===== config.mk =====
export PLATFORM = sky130hd
export DESIGN_NAME = overlay_scheduler
export DESIGN_NICKNAME = d
export VERILOG_FILES = /design/src/rtl/overlay_scheduler.sv
export SDC_FILE = /design/constraint.sdc
export NUM_CORES = 1
export LEC_CHECK = 0
export ABC_AREA = 1
export BUFFER_PORTS_ARGS = -buffer_cell sky130_fd_sc_hd__buf_2
export CAP_MARGIN = 15
export CORE_UTILIZATION = 61
export CTS_CLUSTER_SIZE = 12
export DETAILED_ROUTE_END_ITERATION = 10
export GPL_TIMING_DRIVEN = 0
export PLACE_DENSITY = 0.91
export SYNTH_ARGS = -nofsm -noshare
export SYNTH_HDL_FRONTEND = slang
export SYNTH_SLANG_ARGS = --single-unit

===== constraint.sdc =====
create_clock -name clk -period 2.3 [get_ports clk]
set_input_delay 0.69 -clock clk [delete_from_list [all_inputs] [get_ports clk]]
set_output_delay 0.69 -clock clk [all_outputs]
set_load 0.05 [all_outputs]

===== src/rtl/overlay_scheduler.sv =====
// Frame-rate sequencer for the VGA text overlay: rotates the displayed texts,
// animates the shadow offset in the ALL slot and gates blinking near slot end.
module overlay_scheduler #(
  parameter int HOLD_FRAMES  = 120,
  parameter int SHADOW_MAX   = 4,
  parameter int BLINK_WINDOW = 24
) (
  input  logic       clk,
  input  logic       rst_n,
  input  logic       frame_tick,
  input  logic       enable,
  input  logic       skip,
  output logic [2:0] text_en,
  output logic [2:0] shadow_off,
  output logic       blink_on,
  output logic [1:0] slot
);

  generate
    if (HOLD_FRAMES < 2 || HOLD_FRAMES > 1023) begin : g_bad_hold
      $error("overlay_scheduler: HOLD_FRAMES must be in 2..1023");
    end
    if (SHADOW_MAX < 1 || SHADOW_MAX > 7) begin : g_bad_shadow
      $error("overlay_scheduler: SHADOW_MAX must be in 1..7");
    end
    if (BLINK_WINDOW < 0 || (BLINK_WINDOW % 8) != 0 || BLINK_WINDOW >= HOLD_FRAMES) begin : g_bad_blink
      $error("overlay_scheduler: BLINK_WINDOW must be a multiple of 8 below HOLD_FRAMES");
    end
  endgenerate

  localparam logic [9:0] HOLD_LAST   = 10'(HOLD_FRAMES - 1);
  localparam logic [9:0] BLINK_START = 10'(HOLD_FRAMES - BLINK_WINDOW);
  localparam logic [2:0] SHADOW_REST = 3'(SHADOW_MAX);

  typedef enum logic [1:0] {
    S_DEMO = 2'd0,
    S_TT08 = 2'd1,
    S_SDA  = 2'd2,
    S_ALL  = 2'd3
  } slot_t;

  slot_t      state;
  logic [9:0] frame_cnt;
  logic       skip_req;
  logic       shadow_up;

  logic       active_tick;
  logic       advance;
  logic [9:0] frame_cnt_inc;
  logic [3:0] shadow_nxt;

  function automatic slot_t next_slot(input slot_t s);
    case (s)
      S_DEMO:  return S_TT08;
      S_TT08:  return S_SDA;
      S_SDA:   return S_ALL;
      default: return S_DEMO;
    endcase
  endfunction

  function automatic logic [2:0] enables_of(input slot_t s);
    case (s)
      S_DEMO:  return 3'b001;
      S_TT08:  return 3'b010;
      S_SDA:   return 3'b100;
      default: return 3'b111;
    endcase
  endfunction

  // Text is hidden on every other group of 4 frames inside the closing window.
  function automatic logic blink_of(input logic [9:0] n);
    return !((n >= BLINK_START) && n[2]);
  endfunction

  // Returns {dir_up, offset}; bounces between 1 and SHADOW_MAX, never outside.
  function automatic logic [3:0] shadow_step(input logic [2:0] off, input logic up);
    if (SHADOW_MAX == 1)
      return {1'b0, off};
    if (up) begin
      if (off >= SHADOW_REST)
        return {1'b0, off - 3'd1};
      return {1'b1, off + 3'd1};
    end
    if (off <= 3'd1)
      return {1'b1, off + 3'd1};
    return {1'b0, off - 3'd1};
  endfunction

  assign active_tick   = frame_tick & enable;
  assign advance       = (frame_cnt == HOLD_LAST) | skip_req | skip;
  assign frame_cnt_inc = frame_cnt + 10'd1;
  assign shadow_nxt    = shadow_step(shadow_off, shadow_up);
  assign slot          = state;

  always_ff @(posedge clk) begin
    if (!rst_n) begin
      state      <= S_DEMO;
      text_en    <= 3'b001;
      shadow_off <= SHADOW_REST;
      shadow_up  <= 1'b0;
      blink_on   <= 1'b1;
      frame_cnt  <= 10'd0;
      skip_req   <= 1'b0;
    end else if (active_tick) begin
      // Any pending skip is consumed here: advance is forced whenever one exists.
      skip_req <= 1'b0;
      if (advance) begin
        state      <= next_slot(state);
        text_en    <= enables_of(next_slot(state));
        frame_cnt  <= 10'd0;
        shadow_off <= SHADOW_REST;
        shadow_up  <= 1'b0;
        blink_on   <= 1'b1;
      end else begin
        frame_cnt <= frame_cnt_inc;
        blink_on  <= blink_of(frame_cnt_inc);
        if (state == S_ALL) begin
          shadow_off <= shadow_nxt[2:0];
          shadow_up  <= shadow_nxt[3];
        end
      end
    end else if (skip) begin
      skip_req <= 1'b1;
    end
  end

endmodule


==> run summary <==
Status: complete, no violations
Hold Buf Count CTS: 0
CORE AREA: 0.00178 sq mm
Post-Syn Area: 0.00120 sq mm
Tmin final: 1.88 ns
Routed via count divided by cell count: 5.34
Fill cell count: 137
Max Slew Vio Count: 0
R2R cell count: 8
WP data required: 1.61 ns
Final Cycle Share: 0.819
Global-route wire length before repair: 4.28 mm
Pre-antenna DRT Iters: 4
Input/output buffers: 13
Worst-Margin Slew: 0.397 ns
CTS resizes: 0
Final wirelength: 2.54 mm
Clock transition at the registers of the reported paths: 0.12 ns
Post-CTS Setup Inserts: 0
TritonCTS clock tree: built
Clk_lat worst skew: 0.32 ns
GPL Wtd Cong: 0.836
Syn avg cell area: 6.92 sq um
Hold slack: 0.485 ns
Layout cells sized above 1: 0.136
Num Clock Sinks: 20
Initial antenna violation count: 0
Total Power: 0.000691 W
Worst hold stages: 2
Clk root buf: clkbuf_4
RSZ-0062 raised after global routing: no
Largest net degree at the start of global routing: 12
Setup Slack @ Placement: 0.463 ns
Worst-path fanout max: 7
Final hold vios: 0
Htree depth: 1
Fmax: 531 MHz
Total grt overflow: 0
First-iteration detailed-routing DRC count: 45
Routed Antenna Nets: 0
Worst vdd rail ir drop: 0.355 mV
Cell Pwr Density: 517 mW/mm^2
Final setup viols: 0
Full die area: 0.00216 sq mm
Cells after Synth: 174
Clk_skew: 0.00861 ns
Post-synthesis sequential area ratio: 0.332
Setup TNS: 0 ns
Crit Path Class: register to primary output
IO Pins: 14
DR vias: 1154
Syn-to-layout area delta: 11.0%
Final WS setup: 0.416 ns
Unique cell type count in the Yosys netlist: 23
Die Wd: 46.4 um
Max transition margin: 0.736
Max_cap viols: 0
CTS Buf Count: 3
Total Routing Usage GR: 0.279
Initial Util: 0.676
Final net count: 208
P_leak: 0.627 nW
DRC viols: 0
HPWL Detailed: 1.90 mm
Clk buf depth: 2
Critical path launch point type: register
Placed Cells: 212
Chip Height: 46.4 um
HP Class: register to register
Vias in the first global route: 1040
Worst setup EP type: primary output
Drt wl/cell: 11.7 um
Arrival @ worst endpoint: 1.19 ns
Syn_nets: 190
Row cnt: 15
Yosys reg bits: 20
Syn. warnings: 0
Final std cells w/o fill: 216
Antenna Cells: 0
-- synth_stat cells --
cell | instances | area [sq um]
nand2_1 | 47 | 176
inv_1 | 23 | 86.3
dfxtp_1 | 20 | 400
nor2_1 | 18 | 67.6
nand3_1 | 13 | 65.1
ha_1 | 11 | 138
o21ai_0 | 10 | 50.1
a21oi_1 | 9 | 45.0
nand4_1 | 3 | 18.8
nor2_2 | 3 | 18.8
xnor2_1 | 3 | 26.3
nand2_4 | 2 | 22.5
nor3_1 | 2 | 10.0
buf_4 | 1 | 7.51
clkbuf_1 | 1 | 3.75
nand2_2 | 1 | 6.26
nand3_4 | 1 | 17.5
nor2_4 | 1 | 11.3
nor3b_1 | 1 | 7.51
o211ai_1 | 1 | 7.51
o21ai_1 | 1 | 5.00
o21bai_1 | 1 | 7.51
o22ai_1 | 1 | 6.26
-- power breakdown --
group / internal [W] / total (W) / switching, W / leakage (nW)
Clock: 0.0000970 / 0.000218 / 0.000121 / 0.0210
Combinational: 0.0000315 / 0.000109 / 0.0000780 / 0.443
Sequential: 0.000356 / 0.000364 / 0.00000845 / 0.162
Total: 0.000484 / 0.000691 / 0.000207 / 0.627
-- final timing paths --
| kind | from | end | slack (ns) |
|---|---|---|---|
| min | shadow_up | shadow_up | 0.49 |
| max reg2reg | frame_cnt[1] | frame_cnt[8] | 0.69 |
| max | text_en[2] | text_en[2] | 0.42 |
| min reg2reg | shadow_up | shadow_up | 0.49 |
-- layout by cell type (no fill, tap or decap), types with 2 or more instances in the layout --
master and n:
nor2_2 3, nand4_1 3, ha_1 11, a21oi_1 9
nand2_1 47, dfxtp_1 20, clkbuf_4 3, nand2_4 2
o21ai_0 10, xnor2_1 3, nor3_1 2, inv_1 23
nand3_1 13, nor2_1 18, buf_2 13
-- cell type report --
type	instances	area, sq um	share of cell area
repair buffers	13	65.1	0.0486
well taps	25	31.3	0.0234
multi-input cells	129	707	0.529
plain buffers	2	11.3	0.00842
clock buffers	4	36.3	0.0271
inverters	23	86.3	0.0645
flip-flops and latches	20	400	0.299
-- sequential cells by signal, indices dropped and copies added, names as in the netlist --
name        count
slot            1
text_en         3
shadow_up       1
skip_req        1
blink_on        1
frame_cnt      10
shadow_off      3
-- cells by family (layout without fill, tap and decap cells) --
family / count (synthesis) / in the layout / share of synthesized area
AO/OA/AOI/OAI: 23 / 23 / 0.101
AND/OR/NAND/NOR: 92 / 92 / 0.350
adder cells (fa/ha/maj): 11 / 11 / 0.114
flip-flops: 20 / 20 / 0.332
XOR/XNOR: 3 / 3 / 0.0218
buffers and inverters: 25 / 42 / 0.0810
-- worst max-delay path, cell delays in order, from the launching register on --
cell     delay [ns]
dfxtp_1        0.47
buf_4          0.15
buf_2          0.25
-- per-layer routing --
metal  wire (um)  vias up  share of wire  GRT usage
li1            -      583              -          -
met1        1110      522           0.44      0.359
met2        1240       44           0.49      0.428
met3         155        5          0.061     0.0627
met4          38        0          0.015      0.147
met5           0        -              0          0
-- per-stage QoR --
stage / instance area (sq um) / utilization
finish: 1340 / 0.750
global route: 1340 / 0.750
CTS: 1340 / 0.750
detailed placement: 1300 / 0.730
global placement: 1300 / 0.730
floorplan: 1200 / -
No activity file was read; power rests on OpenSTA's default activity.
